<file path="src/rtl/shift_sequencer_if.sv">
// Bundle of the sequencer's command, result and shifter-side signals.
// The slave modport is the sequencer; the master side issues programs and supplies the shifter.
interface shift_sequencer_if #(
    parameter int SIZE  = 5,
    parameter int STEPS = 8
);
    localparam int CW = $clog2(STEPS + 1);

    logic               start;
    logic [SIZE-1:0]    din;
    logic [2*STEPS-1:0] ops;
    logic [CW-1:0]      count;
    logic [SIZE-1:0]    shf_data;
    logic [1:0]         shf_coef;
    logic [SIZE-1:0]    shf_result;
    logic               busy;
    logic               done;
    logic [SIZE-1:0]    dout;
    logic               ovf;

    modport slave (
        input  start, din, ops, count, shf_result,
        output shf_data, shf_coef, busy, done, dout, ovf
    );

    modport master (
        output start, din, ops, count, shf_result,
        input  shf_data, shf_coef, busy, done, dout, ovf
    );
endinterface

</file>
<file path="src/rtl/shift_sequencer.sv">
// Runs a short program of shift codes through an external combinational shifter.
// Define SHIFT_OVF_EN to enable the sticky left-shift overflow flag; otherwise ovf is tied low.
module shift_sequencer #(
    parameter int SIZE  = 5,
    parameter int STEPS = 8
) (
    input  logic              clk,
    input  logic              rst,
    shift_sequencer_if.slave  bus
);
    localparam int CW = $clog2(STEPS + 1);

    typedef enum logic [1:0] {
        S_IDLE,
        S_SHIFT,
        S_DONE
    } state_t;

    state_t             state_q, state_d;
    logic [SIZE-1:0]    acc_q, acc_d;
    logic [2*STEPS-1:0] opreg_q, opreg_d;
    logic [CW-1:0]      rem_q, rem_d;
    logic [SIZE-1:0]    dout_q, dout_d;
    logic [CW-1:0]      count_clamped;
    logic [1:0]         code;
    logic               accept;

    assign count_clamped = (bus.count > CW'(STEPS)) ? CW'(STEPS) : bus.count;
    assign code          = opreg_q[1:0];
    assign accept        = (state_q == S_IDLE) && bus.start;

    always_comb begin
        // NOTE: every next-state signal gets its hold value first, so no path can infer a latch.
        state_d = state_q;
        acc_d   = acc_q;
        opreg_d = opreg_q;
        rem_d   = rem_q;
        dout_d  = dout_q;
        case (state_q)
            S_IDLE: begin
                if (bus.start) begin
                    acc_d   = bus.din;
                    opreg_d = bus.ops;
                    rem_d   = count_clamped;
                    state_d = (count_clamped != '0) ? S_SHIFT : S_DONE;
                end
            end
            S_SHIFT: begin
                if (code != 2'b11) acc_d = bus.shf_result;
                opreg_d = opreg_q >> 2;
                rem_d   = rem_q - CW'(1);
                if (rem_q == CW'(1)) state_d = S_DONE;
            end
            S_DONE: begin
                dout_d  = acc_q;
                state_d = S_IDLE;
            end
            default: state_d = S_IDLE;
        endcase
    end

    always_ff @(posedge clk or negedge rst) begin
        if (!rst) begin
            state_q <= S_IDLE;
            acc_q   <= '0;
            opreg_q <= '0;
            rem_q   <= '0;
            dout_q  <= '0;
        end else begin
            // NOTE: non-blocking updates so every register samples the pre-edge values.
            state_q <= state_d;
            acc_q   <= acc_d;
            opreg_q <= opreg_d;
            rem_q   <= rem_d;
            dout_q  <= dout_d;
        end
    end

    // The shifter only sees a live code while stepping; otherwise it is parked on no-op.
    assign bus.shf_data = acc_q;
    assign bus.shf_coef = (state_q == S_SHIFT) ? code : 2'b11;
    assign bus.busy     = (state_q != S_IDLE);
    assign bus.done     = (state_q == S_DONE);
    assign bus.dout     = dout_q;

`ifdef SHIFT_OVF_EN
    logic ovf_q;
    logic ovf_hit;

    // A left shift overflows when any bit it pushes out of the word is set.
    assign ovf_hit = (state_q == S_SHIFT) &&
                     (((code == 2'b00) && acc_q[SIZE-1]) ||
                      ((code == 2'b01) && (acc_q[SIZE-1:SIZE-2] != 2'b00)));

    always_ff @(posedge clk or negedge rst) begin
        if (!rst) begin
            ovf_q <= 1'b0;
        end else if (accept) begin
            ovf_q <= 1'b0;
        end else if (ovf_hit) begin
            ovf_q <= 1'b1;
        end
    end

    assign bus.ovf = ovf_q;
`else
    assign bus.ovf = 1'b0;
`endif

endmodule

</file>
<file path="src/flat_wrapper.sv">
// flat-port wrapper written by rule: the top's interface ports become plain ports
module shift_sequencer_flat 
#(
    parameter int SIZE  = 5,
    parameter int STEPS = 8
)
  (clk, rst, bus_start, bus_din, bus_ops, bus_count, bus_shf_result, bus_shf_data, bus_shf_coef, bus_busy, bus_done, bus_dout, bus_ovf);
  shift_sequencer_if #(.SIZE(SIZE), .STEPS(STEPS)) bus_i ();
  input  logic clk;
  input  logic rst;
  input wire logic [$bits(bus_i.start)-1:0] bus_start;
  input wire logic [$bits(bus_i.din)-1:0] bus_din;
  input wire logic [$bits(bus_i.ops)-1:0] bus_ops;
  input wire logic [$bits(bus_i.count)-1:0] bus_count;
  input wire logic [$bits(bus_i.shf_result)-1:0] bus_shf_result;
  output wire logic [$bits(bus_i.shf_data)-1:0] bus_shf_data;
  output wire logic [$bits(bus_i.shf_coef)-1:0] bus_shf_coef;
  output wire logic [$bits(bus_i.busy)-1:0] bus_busy;
  output wire logic [$bits(bus_i.done)-1:0] bus_done;
  output wire logic [$bits(bus_i.dout)-1:0] bus_dout;
  output wire logic [$bits(bus_i.ovf)-1:0] bus_ovf;
  assign bus_i.start = bus_start;
  assign bus_i.din = bus_din;
  assign bus_i.ops = bus_ops;
  assign bus_i.count = bus_count;
  assign bus_i.shf_result = bus_shf_result;
  assign bus_shf_data = bus_i.shf_data;
  assign bus_shf_coef = bus_i.shf_coef;
  assign bus_busy = bus_i.busy;
  assign bus_done = bus_i.done;
  assign bus_dout = bus_i.dout;
  assign bus_ovf = bus_i.ovf;
  shift_sequencer #(.SIZE(SIZE), .STEPS(STEPS)) u_core (.clk(clk), .rst(rst), .bus(bus_i));
endmodule
</file>
<file path="config.mk">
export PLATFORM = sky130hd
export DESIGN_NAME = shift_sequencer_flat
export DESIGN_NICKNAME = d
export VERILOG_FILES = /design/src/rtl/shift_sequencer_if.sv /design/src/rtl/shift_sequencer.sv /design/src/flat_wrapper.sv
export SDC_FILE = /design/constraint.sdc
export NUM_CORES = 1
export LEC_CHECK = 0
export CORE_ASPECT_RATIO = 0.75
export CORE_MARGIN = 2
export CORE_UTILIZATION = 42
export CTS_CLUSTER_DIAMETER = 120
export CTS_CLUSTER_SIZE = 8
export DETAILED_ROUTE_END_ITERATION = 16
export PLACE_DENSITY = 0.77
export SLEW_MARGIN = 20
export SYNTH_ARGS = -nofsm -noshare
export SYNTH_HDL_FRONTEND = slang
export SYNTH_SLANG_ARGS = --single-unit
</file>
<file path="constraint.sdc">
create_clock -name clk -period 1.5 [get_ports clk]
set_input_delay 0.3 -clock clk [delete_from_list [all_inputs] [get_ports clk]]
set_output_delay 0.3 -clock clk [all_outputs]
set_load 0.01 [all_outputs]
</file>
# == Yosys cells after proc, flatten, opt, wreduce, memory -nomap -nowiden ==
# Cells that the tools add are included.
# W data, S select, Z words.
# totals
regBits,32
in_bits,33
out_inout_bits,15
wordCells,34
# classes
addsub,1
order_cmp,1
eq_ne,7
n_mux,13
n_reduce_logical,7
# ops
op,count
$pmux W16 S2,1
$mux W16,1
$mux W5,2
$pmux W5 S2,1
$mux W2,4
$mux W4,2
$pmux W4 S2,1
$eq A4 B1 Y1 const B,1
$gt A4 B4 Y1 const B,1
$ne A2 B1 Y1 const B,2
$ne A2 B2 Y1 const B,2
$pmux W2 S2,1
$reduce_and A2 Y1,2
$reduce_bool A2 Y1,2
$reduce_bool A4 Y1,1
$sub A4 B1 Y4 const B,1
$reduce_and A3 Y1,1
$eq A2 B1 Y1 const B,1
$eq A2 B2 Y1 const B,1
$logic_not A2 Y1,1

# == Longest topological paths before layout ==
# Gate-level depths: netlist (run 1).
# depth
word_depth,6
mapped_depth,6
mapped_depth_nobuf,5

# == Least setup slack after synthesis (run 1) ==
# Ideal clock, no wire load.
# synth_timing
path_type,reg-to-output
startpoint,register u_core.state_q[1]
endpoint,output bus_shf_coef[0]
arrival_ps,1277
required_ps,1200
slack_ps,-77
stages_incl_launch_ff,6
path_buffers,3
path_cell_list,dfrtp_1 -> nand2b_1 -> buf_6 -> buf_6 -> buf_2 -> or2_2
# synth_between
elab_chain_len,2
# synth_rtl
item,line,source
"start, declared",shift_sequencer.sv:19,"state_t state_q, state_d;"
"start signal, assigned",shift_sequencer.sv:71,state_q <= state_d;
$eq A2 B1 Y1,shift_sequencer.sv:81,assign bus.shf_coef = (state_q == S_SHIFT) ? code : 2'b11;
$mux W2,shift_sequencer.sv:81,
"end, declared",flat_wrapper.sv:17,output wire logic [$bits(bus_i.shf_coef)-1:0] bus_shf_coef;
# No other way between the ends.

# == Worst setup path after layout (run 1) ==
# layout_timing
startpoint,register u_core.state_q[0]
endpoint,output bus_shf_coef[0]
# Same word-level chain as after synthesis.

==> results.md, run 1 <==
- Portion of total power attributed to the clock network: approximately 14%
- Gp weighted congestion: approximately 0.88
- Layout Nets: approximately 240
- Maximum fanout along the worst path: 5
- Number of antenna violations at the first check in global routing: 0
- Syn_nets: ~180
- Violation count after the first detailed-route iteration: between 70 and 80
- Filler Cell Count: 284
- Leakage dissipation: 1.125 nW
- Startpoint class of the critical path: register
- Average instance area after synthesis: approximately 11 µm²
- Arrival time worst endpoint: around 1.2 ns
- Placement row count: 19
- Worst IR Drop VDD: between 0.0009 and 0.001 V
- Fraction of post-synthesis cell area in the top cell type by area: 50.39%
- Ratio of final minimum period to clock period: 100.6%
- Synthesized flop and latch total: 32
- Synth warnings: 0
- Clock root buffer: clkbuf_8
- Ports placed on the boundary: 48
- Gate power share: between 50% and 60%
- Final antenna-violating net count: 0
- Biggest cell delay along the critical path: 0.39 ns
- Vias post-DR: ~1300
- DR pass1 iterations: 4
- Post-Syn Instances: approximately 140
- Path type of the worst setup path: register to output pin
- Final Hold Vio Count: 0
- Worst-case clock buffer depth: 2
- Most used DFF post-synth: dfrtp_1
- Leftover overflow at the end of global routing: 0
- Cell type contributing the most total cell area after synthesis: dfrtp_1
- Antenna diode count: 0
- Count of cells along the worst register-to-register path: 5
- Number of global-route vias before repair: 1286
- Post-synthesis async set-or-reset flop share: between 90% and 100%
- Total Routing Usage GR: roughly 17%
- Initial core utilization: about 44%
- Final clock skew: 0.003251 ns
- Number of synthesized flops with an enable pin: 0
- Share of post-route cells with drive strength above 1: 25.37%
- CTS tree: yes
- Placeable Area: ~3600 µm²
- Most numerous cell on the critical path: buf_6
- Clock period minus worst slack: roughly 1.5 ns
- Sum of net half-perimeters after detailed placement: between 2000 and 3000 µm
- Internal power: around 3 mW
- Violated checks: setup timing
- Quantity of I/O buffers inserted on ports: 46
- Pins Over Slew Limit: 0
- Post-synthesis cell area: between 1500 and 2000 µm²
- Crit path max-delay cell type: dfrtp_1
- Chip width: ~75 µm
- Final-layout worst hold slack: around 0.37 ns
- Cts bufs inserted: 5
- Result of the run: finished with violations
- Area added between synthesis and finish: 48.66%
- Detailed-route DRC error count: 0
- First-pass GRT wire length: about 5600 µm
- Post-placement worst setup slack: -0.2227 ns
- Sinks on Clock Net: 32
- Type of element capturing the critical path: output pin
- Hold buffers post-CTS: 0
- Net switching power: about 1.6 mW
- Achievable frequency: roughly 0.66 GHz
- Required time reported for the critical path endpoint: around 1.2 ns
- Cell area power density: 1986 nW/µm²
- Switching fraction of total power: about a third
- Number of failing setup endpoints in the final timing report: 2
- Tightest Hold Check Type: input port to async pin
- Seq/Total Area, Yosys: between 50% and 60%
- Max Cap Violations: 0
- Setup repair after global routing missed its margin: yes
- Count of different cell masters after synthesis: 31
- Chip height: 57.27 µm
- Proportion of power drawn by flip-flops and latches: about a third
- Pin count of the biggest net entering global routing: 33
- Routed length per instance: 13.36 µm
- Most area-consuming cells after synthesis: dfrtp_1 50%, mux2_2 11%, mux2i_1 8.8%
- Die Footprint: 4297 µm²
- Worst setup slack after layout: -0.009018 ns
- Via count normalized by instance count: ~4.9
- Clock Latency Late Sink: between 0.2 and 0.3 ns
- Number of H-tree levels: 2
- Post-CTS clock slew at the launch and capture registers of the worst setup and hold paths: ~0.06 ns
- Cell breakdown of the critical path: buf_6, nand2b_4, or2_4, buf_6
- Total detailed-routing wirelength: about 3400 µm
==> flip-flops by register name, indices dropped and copies added, names as in the netlist <==
| signal | cells |
|---|---|
| u_core.bus.dout | 5 |
| u_core.bus.shf_data | 5 |
| u_core.opreg_q | 16 |
| u_core.rem_q | 4 |
| u_core.state_q | 2 |
==> layer usage <==
layer,GRT usage (%),up-vias,part of all wire (%)
li1,-,624,-
met1,22.02,587,46
met2,28.82,43,46
met3,4.417,3,7.2
met4,5.357,0,0.79
met5,0,-,0
==> logic make-up (layout without fill, tap and decap cells) <==
kind of cell	Yosys count	after routing	synth area share, %
AOI/OAI and AO/OA	31	31	13.07
other	1	1	0.2360
DFF	32	32	50.39
buffers and inverters	14	77	5.118
muxes	29	29	19.45
adders and majority gates	2	2	1.575
and+or+nand+nor	33	33	10.16
==> worst max-delay path, delay by kind of cell, from the launching register on <==
kind          cells  cell delay [ns]
buf+inv           2             0.24
flops             1             0.39
simple gates      2             0.29
==> final timing paths <==
check,startpoint,to,slack (ns)
setup / recovery,u_core.state_q[0]$_DFFE_PN0P_,bus_shf_coef[0],-0.009
hold / removal,rst,u_core.opreg_q[13]$_DFFE_PN0P_,0.37
setup reg to reg,u_core.state_q[0]$_DFFE_PN0P_,u_core.bus.shf_data[3]$_DFFE_PN0P_,0.01
hold reg to reg,u_core.bus.dout[1]$_DFFE_PN0P_,u_core.bus.dout[1]$_DFFE_PN0P_,0.50
max in group asynchronous,rst,u_core.opreg_q[4]$_DFFE_PN0P_,0.95
min in group clk,u_core.bus.dout[1]$_DFFE_PN0P_,u_core.bus.dout[1]$_DFFE_PN0P_,0.50
==> power groups by stage <==
stage	clock [mW]	combinational [mW]	sequential, mW
finish	0.667	2.46	1.56
global route	0.728	2.71	1.63
CTS	0.691	2.37	1.55
detailed placement	0	2.31	1.58
global placement	0	2.20	1.56
floorplan	0	1.36	1.61
==> Yosys cell counts, types with 2 or more instances <==
master / count
inv_1: 5
nand2_1: 3
mux2i_1: 14
nor2_1: 16
ha_1: 2
nor2b_1: 3
nor3_1: 2
buf_6: 2
o21ai_0: 2
a21oi_1: 19
or2_2: 3
buf_4: 2
buf_2: 5
dfrtp_1: 32
mux2_2: 15
nand2b_1: 2
==> placed cells by master, fill, tap and decap left out, types with 2 or more instances in the layout <==
cell,count
or2_4,3
buf_4,14
clkbuf_8,6
nor2_1,16
buf_6,5
mux2_2,10
clkdlybuf4s50_1,32
clkbuf_1,2
dfrtp_1,32
inv_1,4
mux2i_1,14
buf_12,2
o21ai_0,2
a21oi_1,19
nand2_1,2
nor2b_1,3
dlymetal6s2s_1,6
mux2_4,5
dlygate4sd2_1,4
nor3_1,2
ha_1,2
==> final cells by class <==
| class | instances | area [µm²] | share of cell area (%) |
|---|---|---|---|
| multi-input cells | 96 | 750.7 | 31.78 |
| clock buffers | 8 | 90.09 | 3.814 |
| well taps | 52 | 65.06 | 2.754 |
| inverters | 5 | 18.77 | 0.7945 |
| repair buffers | 64 | 636.9 | 26.96 |
| flip-flops and latches | 32 | 800.8 | 33.90 |
==> timing repair <==
action | 4_1_cts | 5_1_grt
setup buffers | 3 | 0
setup endpoints to repair | 8 | 17
resized for setup | 25 | 17
hold endpoints to repair | 0 | 0
==> stage by stage <==
stage | area (µm²) | TNS (ns) | utilization (%) | instances | power [mW]
4_1_cts | 2315 | -0.09426 | 63.64 | 257 | 4.617
6_report | 2362 | -0.01626 | 64.95 | 257 | 4.692
3_3_place_gp | 2197 | -1.546 | 60.41 | 246 | 3.762
2_1_floorplan | 1597 | -0.1209 | - | 142 | 2.968
5_1_grt | 2362 | -0.3067 | 64.95 | 257 | 5.064
3_5_place_dp | 2197 | -2.065 | 60.41 | 246 | 3.891
(Power assumes the default switching activity.)
==> inputs of run 2 (changes only) <==
--- a/config.mk
+++ b/config.mk
@@ -12,6 +12,7 @@
 export CTS_CLUSTER_SIZE = 8
 export DETAILED_ROUTE_END_ITERATION = 16
 export PLACE_DENSITY = 0.77
+export SKIP_CTS_REPAIR_TIMING = 1
 export SLEW_MARGIN = 20
 export SYNTH_ARGS = -nofsm -noshare
 export SYNTH_HDL_FRONTEND = slang
==> results.md, run 2 (synthesized netlist as in run 1, its figures left out) <==
- Result of the run: finished with violations
- Violated checks: setup timing
- Worst setup slack after layout: -0.03260 ns (-0.02358 ns)
- Antenna diode count: 0 (unchanged)
- Sum of net half-perimeters after detailed placement: 2608 µm (unchanged)
- CTS tree: yes
- Pins Over Slew Limit: 0 (unchanged)
- Final clock skew: 0.003560 ns (+0.0003085 ns)
- Quantity of I/O buffers inserted on ports: 46 (unchanged)
- Maximum fanout along the worst path: 5 (unchanged)
- Number of H-tree levels: 2 (unchanged)
- Gp weighted congestion: 0.8757 (unchanged)
- Cell breakdown of the critical path: buf_4, or2_2, clkbuf_2
- Share of post-route cells with drive strength above 1: 23.27% (-2.1 points)
- Total detailed-routing wirelength: 3370 µm (-1.9%)
- Clock period minus worst slack: 1.533 ns (+0.02358 ns)
- Achievable frequency: 0.6525 GHz (-1.5%)
- Worst reg2reg endpoint: u_core.bus.shf_data[3]$_DFFE_PN0P_
- Total Routing Usage GR: 16.83% (-0.44 points)
- Cell area after layout: 2337 µm² (-1.1%)
- Number of global-route vias before repair: 1268 (-1.4%)
- Setup repair after global routing missed its margin: yes
- Routed length per instance: 13.27 µm (-0.70%)
- Ratio of final minimum period to clock period: 102.2% (+1.6 points)
- Leakage dissipation: 1.152 nW (+2.3%)
- Worst IR Drop VDD: 0.0009417 V (-1.5%)
- Final Hold Vio Count: 0 (unchanged)
- Tightest Hold Check Type: input port to async pin
- Ports placed on the boundary: 48 (unchanged)
- Detailed-route DRC error count: 0 (unchanged)
- Vias post-DR: 1256 (-0.080%)
- Startpoint class of the critical path: register
- Die Footprint: 4297 µm² (unchanged)
- Post-CTS clock slew at the launch and capture registers of the worst setup and hold paths: 0.06 ns (about the same)
- Area added between synthesis and finish: 47.09%
- Cell area power density: 1959 nW/µm² (-1.3%)
- DR pass1 iterations: 4 (unchanged)
- Worst-case clock buffer depth: 2 (unchanged)
- Arrival time worst endpoint: 1.23 ns (+0.02 ns)
- Dpl cell area: 2197 µm² (unchanged)
- Startpoint of the most critical register-to-register path: u_core.state_q[1]$_DFFE_PN0P_
- Leftover overflow at the end of global routing: 0 (unchanged)
- Biggest cell delay along the critical path: 0.38 ns (about the same)
- Chip height: 57.27 µm (unchanged)
- Via count normalized by instance count: 4.945 (+1.1%)
- Clock root buffer: clkbuf_8
- Number of antenna violations at the first check in global routing: 0 (unchanged)
- Crit path max-delay cell type: dfrtp_1
- Layout Nets: 236 (-1.3%)
- Violation count after the first detailed-route iteration: 77 (-1.3%)
- Most frequent standard cell in the layout excluding fill and tap cells: clkdlybuf4s50_1
- Highest-count cells in the layout ignoring fill and taps: 32 x clkdlybuf4s50_1, 31 x dfrtp_1, 19 x a21oi_1, 16 x nor2_1, 14 x mux2i_1
- FF-to-FF setup slack: 0.01 ns (about the same)
- Clock Latency Late Sink: 0.28 ns (about the same)
- Placeable Area: 3637 µm² (unchanged)
- Max FFs per register: 16 (unchanged)
- Required time reported for the critical path endpoint: 1.20 ns (about the same)
- Chip width: 75.03 µm (unchanged)
- Count of cells along the worst register-to-register path: 4 (-1)
- Placement row count: 19 (unchanged)
- Sinks on Clock Net: 32 (unchanged)
- Register with the most flip-flops: u_core.opreg_q
- Power, Total: 4.580 mW (-2.4%)
- Cts bufs inserted: 5 (unchanged)
- Number of failing setup endpoints in the final timing report: 1 (-1)
- Path type of the worst setup path: register to output pin
- Pin count of the biggest net entering global routing: 33 (unchanged)
- Type of element capturing the critical path: output pin
- Final antenna-violating net count: 0 (unchanged)
- First-pass GRT wire length: 5451 µm (-2.3%)
- Initial core utilization: 43.69% (unchanged)
- Max Cap Violations: 0 (unchanged)
## run 2: critical path, delay by kind of cell (launching register included)
kind | cells | cell delay [ns]
simple gates | 1 | 0.30
flops | 1 | 0.38
buf+inv | 2 | 0.28
## run 2: area by class of cell
| class | count | area, µm² |
|---|---|---|
| Tap cell | 52 | 65.06 |
| Inverter | 5 | 18.77 |
| Fill cell | 298 | 1300 |
| Multi-Input combinational cell | 96 | 738.2 |
| Clock buffer | 8 | 90.09 |
| Timing Repair Buffer | 61 | 623.1 |
| Sequential cell | 32 | 802.0 |
## run 2: where the power goes
| group | total [mW] | internal, mW | leakage (nW) | switching, mW |
|---|---|---|---|---|
| Combinational | 2.34 | 1.31 | 0.734 | 1.03 |
| Sequential | 1.57 | 1.30 | 0.372 | 0.269 |
| Clock | 0.669 | 0.374 | 0.0455 | 0.296 |
| Total | 4.58 | 2.99 | 1.15 | 1.59 |
## run 2: worst max-delay path by stage
stage | from | end | depth (start not counted)
after floorplan | u_core.state_q[1]$_DFFE_PN0P_ | bus_shf_coef[0] | 5
after CTS | u_core.state_q[1]$_DFFE_PN0P_ | bus_busy | 3
after global placement | bus_start | u_core.bus.shf_data[3]$_DFFE_PN0P_ | 4
final | u_core.state_q[1]$_DFFE_PN0P_ | bus_busy | 3
after detailed placement | bus_start | u_core.bus.shf_data[1]$_DFFE_PN0P_ | 4
after global routing | u_core.state_q[1]$_DFFE_PN0P_ | bus_busy | 3
## run 2: metal layers
layer | vias to the layer above | wire (µm) | GRT usage (%)
li1 | 616 | - | -
met1 | 596 | 1525 | 21.10
met2 | 41 | 1577 | 28.32
met3 | 3 | 243 | 4.417
met4 | 0 | 24 | 5.357
met5 | - | 0 | 0
## run 2: stage by stage
stage	util, %	hold WS, ns	instances	worst slack [ns]	setup TNS (ns)
after global placement	60.41	0.4901	246	-0.1805	-1.546
final	64.26	0.3744	254	-0.03260	-0.03260
after floorplan	-	0.004409	142	-0.06046	-0.1209
after CTS	62.88	0.3820	254	-0.3966	-1.491
after detailed placement	60.41	0.4851	246	-0.2227	-2.065
after global routing	64.26	0.4136	254	-0.07999	-0.2459
